**src/rtl/exec_pkg.sv**
```systemverilog
// Shared definitions for the EX stage: ALU opcodes, ID/EX and EX/MEM field
// positions, the bubble constant and the single-cycle ALU function.
package exec_pkg;

  // aluOp encodings
  localparam logic [3:0] ALU_AND  = 4'h0;
  localparam logic [3:0] ALU_OR   = 4'h1;
  localparam logic [3:0] ALU_ADD  = 4'h2;
  localparam logic [3:0] ALU_SUB  = 4'h6;
  localparam logic [3:0] ALU_SLT  = 4'h7;
  localparam logic [3:0] ALU_MUL  = 4'h8;
  localparam logic [3:0] ALU_DIVU = 4'h9;
  localparam logic [3:0] ALU_REMU = 4'hA;
  localparam logic [3:0] ALU_NOR  = 4'hC;

  // ID/EX bundle layout
  localparam int IDEX_W         = 121;
  localparam int IDEX_RD1_LSB   = 0;
  localparam int IDEX_RD2_LSB   = 32;
  localparam int IDEX_IMM_LSB   = 64;
  localparam int IDEX_RT_LSB    = 96;
  localparam int IDEX_RD_LSB    = 101;
  localparam int IDEX_ALUOP_LSB = 106;
  localparam int IDEX_ALUSRC    = 110;
  localparam int IDEX_REGDST    = 111;
  localparam int IDEX_CTRL_LSB  = 112;  // MemRead, MemToReg, MemWrite, RegWrite
  localparam int IDEX_RS_LSB    = 116;

  // EX/MEM bundle layout
  localparam int EXMEM_W         = 75;
  localparam int EXMEM_RES_LSB   = 0;
  localparam int EXMEM_STORE_LSB = 32;
  localparam int EXMEM_WREG_LSB  = 64;
  localparam int EXMEM_MEMREAD   = 71;
  localparam int EXMEM_MEMTOREG  = 72;
  localparam int EXMEM_MEMWRITE  = 73;
  localparam int EXMEM_REGWRITE  = 74;

  localparam logic [EXMEM_W-1:0] EXMEM_BUBBLE = 75'b0;

  // Mul/div unit operation select (low two bits of the aluOp code)
  typedef enum logic [1:0] {
    MD_MUL  = 2'd0,
    MD_DIVU = 2'd1,
    MD_REMU = 2'd2
  } md_op_e;

  function automatic logic is_multi(input logic [3:0] op);
    return (op == ALU_MUL) || (op == ALU_DIVU) || (op == ALU_REMU);
  endfunction

  function automatic logic [31:0] alu_calc(input logic [3:0] op,
                                           input logic [31:0] a,
                                           input logic [31:0] b);
    case (op)
      ALU_AND: return a & b;
      ALU_OR:  return a | b;
      ALU_ADD: return a + b;
      ALU_SUB: return a - b;
      ALU_SLT: return {31'd0, ($signed(a) < $signed(b))};
      ALU_NOR: return ~(a | b);
      default: return '0;
    endcase
  endfunction

endpackage

```
**src/rtl/execute_stage_iter_muldiv.sv**
```systemverilog
// Iterative multiply / unsigned divide unit: one shift-add or restoring
// shift-subtract step per clock. done and result are combinational on the
// final iteration so the caller can register the result on that same edge.
module iter_muldiv
  import exec_pkg::*;
#(
  parameter int unsigned XLEN      = 32,
  parameter int unsigned MD_CYCLES = 32
) (
  input  logic            clk,
  input  logic            rst,
  input  logic            start,
  input  logic [1:0]      op,
  input  logic [XLEN-1:0] a,
  input  logic [XLEN-1:0] b,
  output logic            busy,
  output logic            done,
  output logic [XLEN-1:0] result
);

  localparam int unsigned CW = $clog2(MD_CYCLES);

  logic [CW-1:0]   cnt;
  logic [1:0]      op_q;
  // acc: product / partial remainder; x: multiplicand / dividend->quotient;
  // y: multiplier / divisor
  logic [XLEN-1:0] acc, x, y;
  logic [XLEN-1:0] acc_nxt, x_nxt, y_nxt;
  logic [XLEN:0]   trial, diff;

  // One iteration of the selected algorithm
  always_comb begin
    trial   = {acc, x[XLEN-1]};
    diff    = trial - {1'b0, y};
    acc_nxt = acc;
    x_nxt   = x;
    y_nxt   = y;
    if (op_q == MD_MUL) begin
      acc_nxt = acc + (y[0] ? x : '0);
      x_nxt   = x << 1;
      y_nxt   = y >> 1;
    end else if (!diff[XLEN]) begin
      acc_nxt = diff[XLEN-1:0];
      x_nxt   = {x[XLEN-2:0], 1'b1};
    end else begin
      acc_nxt = trial[XLEN-1:0];
      x_nxt   = {x[XLEN-2:0], 1'b0};
    end
    result = (op_q == MD_DIVU) ? x_nxt : acc_nxt;
    done   = busy && (cnt == CW'(MD_CYCLES - 1));
  end

  // Operand load, iteration counter and shift registers
  always_ff @(posedge clk or posedge rst) begin
    if (rst) begin
      busy <= 1'b0;
      cnt  <= '0;
      op_q <= '0;
      acc  <= '0;
      x    <= '0;
      y    <= '0;
    end else if (start && !busy) begin
      busy <= 1'b1;
      cnt  <= '0;
      op_q <= op;
      acc  <= '0;
      x    <= a;
      y    <= b;
    end else if (busy) begin
      acc <= acc_nxt;
      x   <= x_nxt;
      y   <= y_nxt;
      cnt <= cnt + 1'b1;
      if (done) busy <= 1'b0;
    end
  end

endmodule

```
**src/rtl/execute_stage.sv**
```systemverilog
// Pipeline EX stage: single-cycle ALU, iterative mul/div, EX/MEM register and
// decode stall. Define EXEC_FWD_EN to forward the EX/MEM ALU result into
// operand A and readData2 when the register indices match.
module execute_stage
  import exec_pkg::*;
#(
  parameter int unsigned XLEN      = 32,
  parameter int unsigned MD_CYCLES = 32
) (
  input  logic                clk,
  input  logic                rst,
  input  logic [IDEX_W-1:0]   IDEXReg,
  input  logic                idexValid,
  output logic [EXMEM_W-1:0]  EXMEMReg,
  output logic                stall
);

  typedef enum logic {S_IDLE, S_BUSY} state_t;
  state_t state;

  logic [31:0] rd1_in, rd2_in, imm, rd1, rd2, opb, alu_res, md_result;
  logic [4:0]  rt, rd, rs, wreg, hold_wreg;
  logic [3:0]  alu_op, ctrl, hold_ctrl;
  logic [31:0] hold_store;
  logic        alu_src, reg_dst, start, md_busy, md_done;

  assign rd1_in  = IDEXReg[IDEX_RD1_LSB +: 32];
  assign rd2_in  = IDEXReg[IDEX_RD2_LSB +: 32];
  assign imm     = IDEXReg[IDEX_IMM_LSB +: 32];
  assign rt      = IDEXReg[IDEX_RT_LSB +: 5];
  assign rd      = IDEXReg[IDEX_RD_LSB +: 5];
  assign rs      = IDEXReg[IDEX_RS_LSB +: 5];
  assign alu_op  = IDEXReg[IDEX_ALUOP_LSB +: 4];
  assign alu_src = IDEXReg[IDEX_ALUSRC];
  assign reg_dst = IDEXReg[IDEX_REGDST];
  assign ctrl    = IDEXReg[IDEX_CTRL_LSB +: 4];

`ifdef EXEC_FWD_EN
  logic fwd_ok;
  assign fwd_ok = EXMEMReg[EXMEM_REGWRITE] && (EXMEMReg[EXMEM_WREG_LSB +: 5] != 5'd0)
                  && !EXMEMReg[EXMEM_MEMREAD];
  assign rd1 = (fwd_ok && rs == EXMEMReg[EXMEM_WREG_LSB +: 5]) ?
               EXMEMReg[EXMEM_RES_LSB +: 32] : rd1_in;
  assign rd2 = (fwd_ok && rt == EXMEMReg[EXMEM_WREG_LSB +: 5]) ?
               EXMEMReg[EXMEM_RES_LSB +: 32] : rd2_in;
`else
  logic unused_rs;
  assign unused_rs = ^rs;
  assign rd1 = rd1_in;
  assign rd2 = rd2_in;
`endif

  assign opb     = alu_src ? imm : rd2;
  assign wreg    = reg_dst ? rd : rt;
  assign alu_res = alu_calc(alu_op, rd1, opb);
  assign stall   = (state == S_BUSY);
  assign start   = (state == S_IDLE) && idexValid && is_multi(alu_op);

  iter_muldiv #(
    .XLEN      (XLEN),
    .MD_CYCLES (MD_CYCLES)
  ) u_muldiv (
    .clk    (clk),
    .rst    (rst),
    .start  (start),
    .op     (alu_op[1:0]),
    .a      (rd1),
    .b      (opb),
    .busy   (md_busy),
    .done   (md_done),
    .result (md_result)
  );

  // FSM, EX/MEM register and latched controls of the in-flight mul/div
  always_ff @(posedge clk or posedge rst) begin
    if (rst) begin
      state      <= S_IDLE;
      EXMEMReg   <= EXMEM_BUBBLE;
      hold_ctrl  <= '0;
      hold_wreg  <= '0;
      hold_store <= '0;
    end else begin
      case (state)
        S_IDLE: begin
          if (idexValid && is_multi(alu_op)) begin
            state      <= S_BUSY;
            EXMEMReg   <= EXMEM_BUBBLE;
            hold_ctrl  <= ctrl;
            hold_wreg  <= wreg;
            hold_store <= rd2;
          end else if (idexValid) begin
            EXMEMReg <= {ctrl, 2'b00, wreg, rd2, alu_res};
          end else begin
            EXMEMReg <= EXMEM_BUBBLE;
          end
        end
        S_BUSY: begin
          if (md_done) begin
            EXMEMReg <= {hold_ctrl, 2'b00, hold_wreg, hold_store, md_result};
            state    <= S_IDLE;
          end else begin
            EXMEMReg <= EXMEM_BUBBLE;
            // The unit is never idle while BUSY; recover rather than hang
            if (!md_busy) state <= S_IDLE;
          end
        end
        default: state <= S_IDLE;
      endcase
    end
  end

endmodule

```
**config.mk**
```make
export PLATFORM = sky130hd
export DESIGN_NAME = execute_stage
export DESIGN_NICKNAME = d
export VERILOG_FILES = /design/src/rtl/exec_pkg.sv /design/src/rtl/execute_stage_iter_muldiv.sv /design/src/rtl/execute_stage.sv
export SDC_FILE = /design/constraint.sdc
export NUM_CORES = 1
export LEC_CHECK = 0
export ABC_CLOCK_PERIOD_IN_PS = 9000
export BUFFER_PORTS_ARGS = -buffer_cell sky130_fd_sc_hd__buf_2
export CORE_ASPECT_RATIO = 1.2
export CORE_MARGIN = 1.5
export CORE_UTILIZATION = 61
export CTS_CLUSTER_SIZE = 10
export DETAILED_ROUTE_END_ITERATION = 8
export HOLD_SLACK_MARGIN = 0.06
export PLACE_DENSITY = 0.82
export SYNTH_ARGS = -nofsm -noshare
export SYNTH_HDL_FRONTEND = slang
export SYNTH_SLANG_ARGS = --single-unit
```
**constraint.sdc**
```tcl
create_clock -name clk -period 9 [get_ports clk]
set_input_delay 0.9 -clock clk [delete_from_list [all_inputs] [get_ports clk]]
set_output_delay 0.9 -clock clk [all_outputs]
set_load 0.03 [all_outputs]
```
Word level (Yosys, flattened, before mapping). Cells that the tools add are included.

Add/subtract/negate cells: 5. Multiplexer cells: 29. $lt $le $gt $ge: 1. Bitwise logic cells: 4. Eq/ne operators: 10. Reductions and logical operators: 14.

Operators by type and width (count): $mux 32 (12); $mux 75 (3); $pmux 32 s6 (1); $pmux 75 s2 (1); $add 32x32->32 (2); $sub 33x32->33 (1); $and 32x32->32 (1); $lt 32x32->1 (1); $not 32->32 (1); $or 32x32->32 (1); $sub 32x32->32 (1); $eq 4x4->1 const B (4); $mux 5 (3); $eq 4x3->1 const B (2); $mux 1 (8); $add 5x1->5 const B (1); $eq 5x5->1 const B (1); $logic_and 1x1->1 (5); $eq 4x1->1 const B (1); $eq 4x2->1 const B (1); $logic_not 4->1 (1); $reduce_and 2->1 (2); $reduce_bool 2->1 (2); $eq 2x1->1 const B (1); other kinds (5) (6).

Flip-flop bits (word level): 221.

Depth between registers and ports, before layout. Gate-level depths: netlist of the first run.

Word-level depth: 7. Depth in mapped cells: 16.

By module. From an unflattened synthesis of the first run, not the netlist that was laid out.

Cell total of the unflattened synthesis: 2354. Area, all modules: 18774.3 µm².

By module, submodules not included: execute_stage (area each 9577.9 µm², cells an instance 1177, instances 1, seq. area each 2877.8 µm²); iter_muldiv (area each 9196.3 µm², cells an instance 1177, instances 1, seq. area each 2602.5 µm²).

Worst setup path before layout of the first run. OpenSTA, ideal clock, no wires.

Kind: input to register. From: input IDEXReg[110]. To: register EXMEMReg[25]. Stages on the path: 16. Library setup time: 0.124 ns. Buffers on the path: 3. Required time: 8.876 ns. Slack: 4.587 ns. Arrival time: 4.289 ns. Cells stage by stage: clkbuf_1 > clkbuf_1 > mux2_2 > inv_1 > ha_1 > buf_6 > or3_4 > nand2b_4 > a2111oi_4 > o31ai_2 > a311oi_2 > nor2b_2 > o21ai_1 > a31oi_1 > xnor2_1 > a211o_1.

Word-level cells in the longest chain between the ends: 7. Elaborated cells on any way between the ends: 10. Classes of those cells: add/sub: 2; mux: 5; bitwise: 3.

RTL lines: from (decl) (RTL line execute_stage.sv:12) `input logic [IDEX_W-1:0] IDEXReg,`; $mux 32 (*) (RTL line execute_stage.sv:53) `assign opb = alu_src ? imm : rd2;`; branches (longest 2 deep; another with $sub 32x32->32); $pmux 32 s6 (*) (RTL line exec_pkg.sv:55) `case (op)`; $mux 75 (*) (RTL line execute_stage.sv:91) `end else if (idexValid) begin`; $mux 75 (*) (RTL line execute_stage.sv:85) `if (idexValid && is_multi(alu_op)) begin`; $pmux 75 s2 (*) (RTL line execute_stage.sv:83) `case (state)`; to (signal assigned) (RTL line execute_stage.sv:92) `EXMEMReg <= {ctrl, 2'b00, wreg, rd2, alu_res};`; to (signal assigned) (RTL line execute_stage.sv:99) `EXMEMReg <= {hold_ctrl, 2'b00, hold_wreg, hold_store, md_result};`; to (decl) (RTL line execute_stage.sv:14) `output logic [EXMEM_W-1:0] EXMEMReg,`.

Every way passes the cells marked *. A chain may end at the register's enable or synchronous reset.

Final worst setup path of the first run.
From: input IDEXReg[110]. To: register EXMEMReg[24].

Same word-level chain as after synthesis.

==> run summary, run 1 <==
Total GRT Usage - 37.8%
Syn Std Cell Area - 18400 sq um
Ys Warns - 0
vias per cell - 6.55
clock transition at the registers of the reported paths - 50 ps
Initial Utilization - 62.1%
unrepaired setup endpoints after global routing - false
commonest non-fill, non-tap cell in the layout - dfrtp_1
worst r2r dst - EXMEMReg[14]$_DFF_PP0_
row count - 69
fillers - 2458
status - finished, final reports clean
Worst VDD drop - 440 uV
global-route wire length before repair - 92600 microns
total number of vias - 17900
fin area - 20200 sq um
Clk Tree Root Cell - clkbuf_16
DRT iter0 DRCs - 1970
router iterations before antenna repair - 5
largest net degree at the start of global routing - 113
Synth top area share - 29.8%
Syn-to-layout area delta - 10.1%
post-route ant nets - 0
PwrDens - 341 nW/um^2
Most used DFF post-synth - dfrtp_1
clk_lat worst skew - 560 ps
die width - 161 microns
hold_buf cts - 0
layout cell share with drive strength beyond 1 - 14.7%
final WL - 59000 microns
top cells by area, synth - dfrtp_1 (30%), ha_1 (11%), a21oi_1 (5.5%)
Slew HR - 18.1%
worst path required time - 9400 ps
pre-CTS setup slack - 3660 ps
post-synthesis sequential area ratio - 29.8%
fmax - 0.204 GHz
Slew Limit Fails - 0
Hold Path Class - input pin to async pin
Worst Setup SP - IDEXReg[110]
clock buffer count from CTS - 26
number of remaining DRC errors - 0
Max clock buf depth - 3
Mapped Cells - 2209
Post-DP Area - 19500 sq um
crit path time final - 4900 ps
area leader, netlist - dfrtp_1
Cell variety after synth - 97
PnR worst setup slack - 4100 ps
GRT overflow - 0
critical path endpoint category - register
worst setup path end - EXMEMReg[24]$_DFF_PP0_
Layout Nets - 2630
max cap viols - 0
total negative slack - 0 ps
syn_area_per_cell - 8.32 sq um
final period utilization - 54.5%
CTS tree - built
most frequent cells in the layout - dfrtp_1 (218), nand2_1 (206), a21oi_1 (203)
Leakage - 9.79 nW
H-tree Lvls - 1
clock sinks - 219
Clock Skews - 9.12 ps
asr flop ratio synth - 100%
final total power - 6.90 mW
r2r setup slk - 4640 ps
final setup fails - 0
CP startpoint kind - input pin
area of the die - 31200 sq um
# resized after CTS - 0
Reg area - 5480 sq um
Boundary Pins - 200
Die H - 193 microns
DR WL/cell - 21.6 microns
post-CTS setup buffers - 0
Fin. Hold Viols - 0
EDFF count, synth - 0
core region area - 29600 sq um
Worst R2R Path Depth - 14
initial antenna violation count - 3
vias in the first global route - 17000
FF+latch count, synth - 219
CP max FO - 32
hpwl dp - 44300 microns
R2R Path Start - u_muldiv.y[0]$_DFFE_PP0P_
crit path DAT - 5300 ps
PortBufs - 192
post-layout util - 68.4%
worst setup path class - input pin to register
GPL Wtd Cong - 0.973
multi-input logic area - 11800 sq um
Worst Tran Pin Value - 1220 ps
-- how the worst min path moves through the flow --
stage | endpoint | slack [ps]
3_5_place_dp | EXMEMReg[65]$_DFF_PP0_ | 470
5_1_grt | EXMEMReg[33]$_DFF_PP0_ | 450
6_report | EXMEMReg[37]$_DFF_PP0_ | 410
4_1_cts | hold_store[1]$_DFFE_PP0P_ | 440
3_3_place_gp | EXMEMReg[67]$_DFF_PP0_ | 460
2_1_floorplan | EXMEMReg[64]$_DFF_PP0_ | 450
-- cell families after synthesis --
family	Yosys count	share of synthesized area (%)
xor+xnor	82	3.91
mux	97	5.67
flops	219	29.8
compound gates	742	26.8
buf+inv	270	6.05
other cells	1	0.0204
simple gates	627	15.9
fa+ha+maj	171	11.8
-- synthesized netlist by cell type (29+ instances only) --
cell and number:
a211oi_1 42, a21o_1 47, a21oi_1 203, a221oi_1 29
a22o_1 37, a31oi_1 34, and2_1 37, clkbuf_1 90
dfrtp_1 219, ha_1 167, inv_1 149, mux2_2 56
mux2i_1 40, nand2_1 206, nand3_1 46, nor2_1 187
nor3_1 38, o21ai_0 121, o21ai_1 50, xnor2_1 61
-- report_power, final --
group | total (mW) | switching, mW | internal, mW
clock network | 0.961 | 0.405 | 0.555
registers | 1.65 | 0.311 | 1.34
logic | 4.28 | 2.65 | 1.63
-- worst max-delay path, cell delays in order --
cell,delay (ps)
buf_2,630
mux2_2,480
ha_1,260
fa_1,420
a21oi_1,270
o211ai_1,150
a221oi_1,590
a2111o_1,290
nand3_1,200
a311o_1,420
nand2_1,70
a32oi_1,110
o21ai_1,310
o21ai_1,170
-- registers in the layout, indices dropped and copies added (netlist names), 4 cells and up --
register,flops
EXMEMReg,73
hold_store,32
u_muldiv.acc,32
u_muldiv.x,32
u_muldiv.y,32
hold_wreg,5
u_muldiv.cnt,5
hold_ctrl,4
-- per-layer routing --
layer	vias to the layer above	GRT usage (%)	wire, microns
li1	8236	-	-
met1	8554	54.1	25700
met2	963	58.6	25800
met3	129	5.33	5560
met4	4	13.1	1860
met5	-	0	26
-- area by class of cell --
class	instances	area share, %
diodes	1	0.0124
multi-input cells	1721	58.5
inverters	151	2.84
flip-flops and latches	219	27.1
repair buffers	216	5.64
clock buffers	29	3.37
clock inverters	2	0.192
well taps	390	2.41
-- stage by stage --
stage	hold WS [ps]	std cells
after CTS	445	2728
after floorplan	450	2210
final	407	2729
after detailed placement	471	2697
after global placement	456	2697
after global routing	453	2729
No activity file was read; power rests on OpenSTA's default activity.
==> run 2, diff against run 1 <==
- ABC_CLOCK_PERIOD_IN_PS: 9000 -> 5000
- clock period: 9 -> 5 ns (I/O delays scaled with it)
==> run 2 against run 1 <==
  * Total power increased by 82%
  * Register-to-register slack got worse by 4000 ps
  * Clock skew increased by 1.6 ps
  * Core utilization increased by 0.64 points
  * Sequential share of layout area decreased by 0.25 points
  * Largest power group unchanged
==> run summary, run 2 (synthesized netlist as in run 1, its figures left out) <==
status - finished, final reports clean (unchanged)
switch share - 48.8% (was 48.9%)
Worst VDD drop - 922 uV (was 440 uV)
Syn-to-layout area delta - 11.2% (was 10.1%)
DR WL/cell - 22.1 microns (was 21.6 microns)
Worst Setup SP - u_muldiv.x[31]$_DFFE_PP0P_ (was IDEXReg[110])
worst setup path end - EXMEMReg[20]$_DFF_PP0_ (was EXMEMReg[24]$_DFF_PP0_)
critical path's slowest cell - a2111oi_2 (was buf_2)
post-route ant nets - 0 (unchanged)
clk_lat worst skew - 560 ps (about the same)
layout cell share with drive strength beyond 1 - 15.5% (was 14.7%)
Max clock buf depth - 3 (unchanged)
Fin. Hold Viols - 0 (unchanged)
PortBufs - 192 (unchanged)
# diodes - 0 (was 1)
final setup fails - 0 (unchanged)
number of remaining DRC errors - 0 (unchanged)
fin area - 20400 sq um (was 20200 sq um)
Hold Path Class - input pin to async pin (unchanged)
# resized after CTS - 0 (unchanged)
die width - 161 microns (unchanged)
non-filler instance count after layout - 2752 (was 2729)
Clk Tree Root Cell - clkbuf_16 (unchanged)
area of the die - 31200 sq um (unchanged)
initial antenna violation count - 3 (unchanged)
Slew HR - 32.9% (was 18.1%)
H-tree Lvls - 1 (unchanged)
Largest Register - EXMEMReg (unchanged)
total negative slack - 0 ps (unchanged)
critical path endpoint category - register (unchanged)
hpwl dp - 45700 microns (was 44300 microns)
row count - 69 (unchanged)
clock sinks - 219 (unchanged)
commonest non-fill, non-tap cell in the layout - dfrtp_1 (unchanged)
internal power - 6.41 mW (was 3.52 mW)
unrepaired setup endpoints after global routing - false (unchanged)
crit path cell chain - inv_1 > ha_1 > inv_1 > fa_1 > a211oi_2 > o21ai_2 > o2111ai_1 > a21oi_2 > a2111oi_2 > or3_1 > buf_4 > mux2i_1 > a211oi_1 > a21oi_1 > o22ai_1 (was buf_2 > mux2_2 > ha_1 > fa_1 > a21oi_1 > o211ai_1 > a221oi_1 > a2111o_1 > nand3_1 > a311o_1 > nand2_1 > a32oi_1 > o21ai_1 > o21ai_1)
Die H - 193 microns (unchanged)
final period utilization - 87.6%
Worst R2R Path Depth - 15 (was 14)
final WL - 60700 microns (was 59000 microns)
Leakage - 9.90 nW (was 9.79 nW)
CP startpoint kind - register (was input pin)
crit path time final - 4380 ps
cell mode on critical path - inv_1 (was o21ai_1)
Total GRT Usage - 38.5% (was 37.8%)
vias in the first global route - 17100 (was 17000)
total number of vias - 18000 (was 17900)
fmax - 0.228 GHz
router iterations before antenna repair - 6 (was 5)
Post-DP Area - 19700 sq um (was 19500 sq um)
vias per cell - 6.54 (was 6.55)
Worst Tran Pin Value - 999 ps (was 1220 ps)
R2R Path Start - u_muldiv.x[31]$_DFFE_PP0P_ (was u_muldiv.y[0]$_DFFE_PP0P_)
largest net degree at the start of global routing - 133 (was 113)
GPL Wtd Cong - 1.02 (was 0.973)
Combinational Power Share - 61.9% (was 62.1%)
worst r2r dst - EXMEMReg[20]$_DFF_PP0_ (was EXMEMReg[14]$_DFF_PP0_)
GRT overflow - 0 (unchanged)
clock transition at the registers of the reported paths - 60 ps (was 50 ps)
most frequent cells in the layout - dfrtp_1 (218), nand2_1 (206), a21oi_1 (203) (unchanged)
r2r setup slk - 620 ps (was 4640 ps)
global-route wire length before repair - 93700 microns (was 92600 microns)
max FFs per register - 73 (unchanged)
CTS tree - built (unchanged)
clock power share - 14.2% (was 13.9%)
hold_buf cts - 0 (unchanged)
clock buffer count from CTS - 26 (unchanged)
Reg power frac - 23.9% (about the same)
Clock Skews - 10.7 ps (was 9.12 ps)
Boundary Pins - 200 (unchanged)
core region area - 29600 sq um (unchanged)
PwrDens - 613 nW/um^2 (was 341 nW/um^2)
DRT iter0 DRCs - 2233 (was 1970)
worst path required time - 5430 ps (was 9400 ps)
post-CTS setup buffers - 0 (unchanged)
Layout Nets - 2652 (was 2630)
max cap viols - 0 (unchanged)
P_sw - 6.11 mW (was 3.37 mW)
Slew Limit Fails - 0 (unchanged)
Critical Path Max Stage Delay - 490 ps (was 630 ps)
crit path DAT - 4810 ps (was 5300 ps)
Initial Utilization - 62.1% (unchanged)
CP max FO - 12 (was 32)
post-layout util - 69.0% (was 68.4%)
Cells after DPL - 2719 (was 2697)
worst setup path class - register to register (was input pin to register)
## run 2: routing by layer
metal | GRT usage (%) | routed length (microns) | part of all wire (%) | vias up
met5 | 0 | 38 | 0.063 | -
li1 | - | - | - | 8264
met4 | 14.1 | 2060 | 3.4 | 6
met1 | 53.9 | 25800 | 42 | 8567
met2 | 60.8 | 27200 | 45 | 1015
met3 | 5.37 | 5660 | 9.3 | 144
## run 2: layout make-up
cell class | count | area (sq um)
clock inverter | 1 | 30.0
multi-input combinational | 1721 | 11800
clock buffer | 32 | 714
inverter | 151 | 571
tap | 390 | 488
timing repair buffer | 238 | 1320
fill | 2425 | 9180
sequential | 219 | 5480
## run 2: worst max-delay path, delay by kind of cell (launching register included)
family	cells	cell delay, ps
buffers and inverters	3	440
AND/OR/NAND/NOR	1	490
flip-flops	1	420
AO/OA/AOI/OAI	8	1930
multiplexers	1	310
adder cells (fa/ha/maj)	2	660
## run 2: worst min-delay path by stage
stage	start	to
final	rst	u_muldiv.acc[2]$_DFFE_PP0P_
after global routing	rst	u_muldiv.acc[4]$_DFFE_PP0P_
after CTS	rst	u_muldiv.acc[3]$_DFFE_PP0P_
after detailed placement	hold_wreg[2]$_DFFE_PP0P_	EXMEMReg[66]$_DFF_PP0_
after global placement	hold_wreg[2]$_DFFE_PP0P_	EXMEMReg[66]$_DFF_PP0_
after floorplan	hold_wreg[0]$_DFFE_PP0P_	EXMEMReg[64]$_DFF_PP0_
## run 2: power by group through the flow
stage / logic, mW / clock network [mW] / registers [mW]
after floorplan: 5.68 / 0 / 2.88
after global placement: 7.28 / 0 / 2.95
after detailed placement: 7.47 / 0 / 2.99
after CTS: 7.56 / 1.79 / 2.97
after global routing: 8.46 / 1.84 / 3.06
final: 7.75 / 1.78 / 3.00
## run 2: metrics by stage
step | setup WS [ps] | hold slack (ps) | power, mW
final | 618 | 106 | 12.5
after global routing | 441 | 186 | 13.4
after CTS | 668 | 155 | 12.3
after detailed placement | 516 | 467 | 10.5
after global placement | 558 | 457 | 10.2
after floorplan | 987 | 450 | 8.56
==> run 3, diff against run 2 <==
--- a/config.mk
+++ b/config.mk
@@ -15,4 +15,5 @@
 export HOLD_SLACK_MARGIN = 0.06
 export PLACE_DENSITY = 0.82
+export SLEW_MARGIN = 20
 export SYNTH_ARGS = -nofsm -noshare
 export SYNTH_HDL_FRONTEND = slang
==> constraint.sdc (replaced) <==
create_clock -name clk -period 5 [get_ports clk]
set_input_delay 0 -clock clk [delete_from_list [all_inputs] [get_ports clk]]
set_output_delay 0 -clock clk [all_outputs]
set_load 0.03 [all_outputs]
==> run 3 against run 2 <==
  * Worst hold slack lost 13 ps
  * Critical path depth is the same
  * Non-clock buffer count grew 98
  * Register-to-register slack gained 180 ps
  * First-iteration DRC count shrank 1.5%
  * Die area is the same
  * Cell area grew 5.1%
  * Wire length grew 5.1%
  * Clock power is essentially flat
  * Global-route usage grew 1.8 points
  * Critical path type unchanged
  * Highest routed layer unchanged
==> run summary, run 3 (synthesized netlist as in run 1, its figures left out) <==
crit path cell chain - inv_1 > ha_1 > inv_1 > fa_1 > a211oi_2 > o21ai_2 > o2111ai_1 > a21oi_2 > a2111oi_2 > or3_1 > buf_4 > mux2i_1 > a211oi_1 > a21oi_1 > o22ai_1 (unchanged)
DRT iter0 DRCs - 2199 (was 2233)
number of remaining DRC errors - 0 (unchanged)
Worst Tran Pin Value - 1080 ps (was 999 ps)
CP delay by family, top - compound AO/OA/AOI/OAI gates (unchanged)
router iterations before antenna repair - 6 (unchanged)
CTS tree - built (unchanged)
Total GRT Usage - 40.3% (was 38.5%)
GPL Wtd Cong - 1.01 (was 1.02)
Clock Skews - 13.9 ps (was 10.7 ps)
DR WL/cell - 22.4 microns (was 22.1 microns)
most frequent cells in the layout - dfrtp_1 (218), nand2_1 (206), a21oi_1 (203) (unchanged)
CP startpoint kind - register (unchanged)
post-layout util - 72.5% (was 69.0%)
fillers - 2255 (was 2425)
Fin. Hold Viols - 0 (unchanged)
cell mode on critical path - inv_1 (unchanged)
R2R Path Start - u_muldiv.x[31]$_DFFE_PP0P_ (unchanged)
largest net degree at the start of global routing - 150 (was 133)
row count - 69 (unchanged)
Max clock buf depth - 3 (unchanged)
total negative slack - 0 ps (unchanged)
Fin Hold WS - 93.1 ps (was 106 ps)
CP max FO - 18 (was 12)
Largest Register - EXMEMReg (unchanged)
hold path start - IDEXReg[95]
worst r2r dst - EXMEMReg[20]$_DFF_PP0_ (unchanged)
clk_lat worst skew - 550 ps (was 560 ps)
vias per cell - 6.51 (was 6.54)
total number of vias - 18600 (was 18000)
H-tree Lvls - 1 (unchanged)
worst setup path class - register to register (unchanged)
Clk Tree Root Cell - clkbuf_16 (unchanged)
final setup fails - 0 (unchanged)
Critical Path Max Stage Delay - 490 ps (about the same)
max FFs per register - 73 (unchanged)
final WL - 63900 microns (was 60700 microns)
Die H - 193 microns (unchanged)
non-filler instance count after layout - 2853 (was 2752)
Slew HR - 27.8% (was 32.9%)
crit path DAT - 4610 ps (was 4810 ps)
unrepaired setup endpoints after global routing - false (unchanged)
fmax - 0.238 GHz (was 0.228 GHz)
crit path time final - 4200 ps (was 4380 ps)
Slew Limit Fails - 0 (unchanged)
Boundary Pins - 200 (unchanged)
max cap viols - 0 (unchanged)
hpwl dp - 44700 microns (was 45700 microns)
Hold Path Depth - 3
Worst Setup SP - u_muldiv.x[31]$_DFFE_PP0P_ (unchanged)
Hold Path Class - input pin to register (was input pin to async pin)
Hold EP - u_muldiv.y[31]$_DFFE_PP0P_
Layout Nets - 2751 (was 2652)
Leakage - 10.3 nW (was 9.90 nW)
r2r setup slk - 800 ps (was 620 ps)
clock sinks - 219 (unchanged)
Worst R2R Path Depth - 15 (unchanged)
commonest non-fill, non-tap cell in the layout - dfrtp_1 (unchanged)
Syn-to-layout area delta - 16.8% (was 11.2%)
area of the die - 31200 sq um (unchanged)
die width - 161 microns (unchanged)
status - finished, final reports clean (unchanged)
# resized after CTS - 0 (unchanged)
vias in the first global route - 17600 (was 17100)
PwrDens - 586 nW/um^2 (was 613 nW/um^2)
GRT overflow - 0 (unchanged)
final period utilization - 84.0% (was 87.6%)
final total power - 12.6 mW (was 12.5 mW)
global-route wire length before repair - 98200 microns (was 93700 microns)
Worst VDD drop - 1090 uV (was 922 uV)
critical path's slowest cell - a2111oi_2 (unchanged)
initial antenna violation count - 1 (was 3)
post-route ant nets - 0 (unchanged)
PortBufs - 192 (unchanged)
Worst Path Buf+Inv - 3 (unchanged)
Initial Utilization - 62.1% (unchanged)
critical path endpoint category - register (unchanged)
layout cell share with drive strength beyond 1 - 14.6% (was 15.5%)
Cells after DPL - 2708 (was 2719)
# diodes - 0 (unchanged)
clock buffer count from CTS - 27 (was 26)
worst path required time - 5410 ps (was 5430 ps)
clock transition at the registers of the reported paths - 60 ps (about the same)
core region area - 29600 sq um (unchanged)
==> run 3: changes by cell type in the layout (fill, tap and decap cells not counted) <==
cell           before  now
buf_12              1    2
buf_4              45   33
clkinv_2            0    2
clkinvlp_4          1    2
dlygate4sd3_1       0  109
==> run 3: layer usage <==
layer	share of wire [%]	wire [microns]	global-route usage (%)
met5	0.027	17	0
met4	3.4	2160	14.6
met3	8.9	5700	5.65
met2	46	29200	65.3
met1	42	26800	55.0
==> run 3: cell type report <==
type	count	area (sq um)	area share (%)
multi-input combinational	1721	11800	55.1
sequential	219	5480	25.5
timing repair buffer	336	2340	10.9
clock buffer	32	714	3.33
inverter	151	571	2.66
tap	390	488	2.27
clock inverter	4	47.5	0.221
==> run 3: what timing repair did <==
| item | in CTS | in global routing |
|---|---|---|
| buffers inserted | 0 | 0 |
| hold endpoints to repair | 172 | 0 |
| hold buffers | 109 | 0 |
==> run 3: worst max path at each step <==
stage / to / slack, ps / depth (start not counted)
final: EXMEMReg[20]$_DFF_PP0_ / 800 / 15
after global routing: EXMEMReg[20]$_DFF_PP0_ / 490 / 15
after CTS: EXMEMReg[20]$_DFF_PP0_ / 830 / 15
after detailed placement: EXMEMReg[30]$_DFF_PP0_ / 850 / 14
after global placement: EXMEMReg[30]$_DFF_PP0_ / 950 / 14
after floorplan: EXMEMReg[25]$_DFF_PP0_ / 1490 / 16
==> run 3: where the power goes <==
part	internal [mW]	switching, mW
clock	1.04	0.759
combinational	3.01	4.81
sequential	2.41	0.560
==> run 3: worst min-delay path, stage by stage <==
cell and delay, ps:
buf_2 80, mux2i_1 220, a211oi_1 290
==> run 3: metrics by stage <==
| step | cell area (sq um) | worst slack (ps) |
|---|---|---|
| finish | 21500 | 802 |
| global route | 21500 | 492 |
| CTS | 21500 | 833 |
| detailed placement | 19600 | 848 |
| global placement | 19600 | 949 |
| floorplan | 18400 | 1490 |
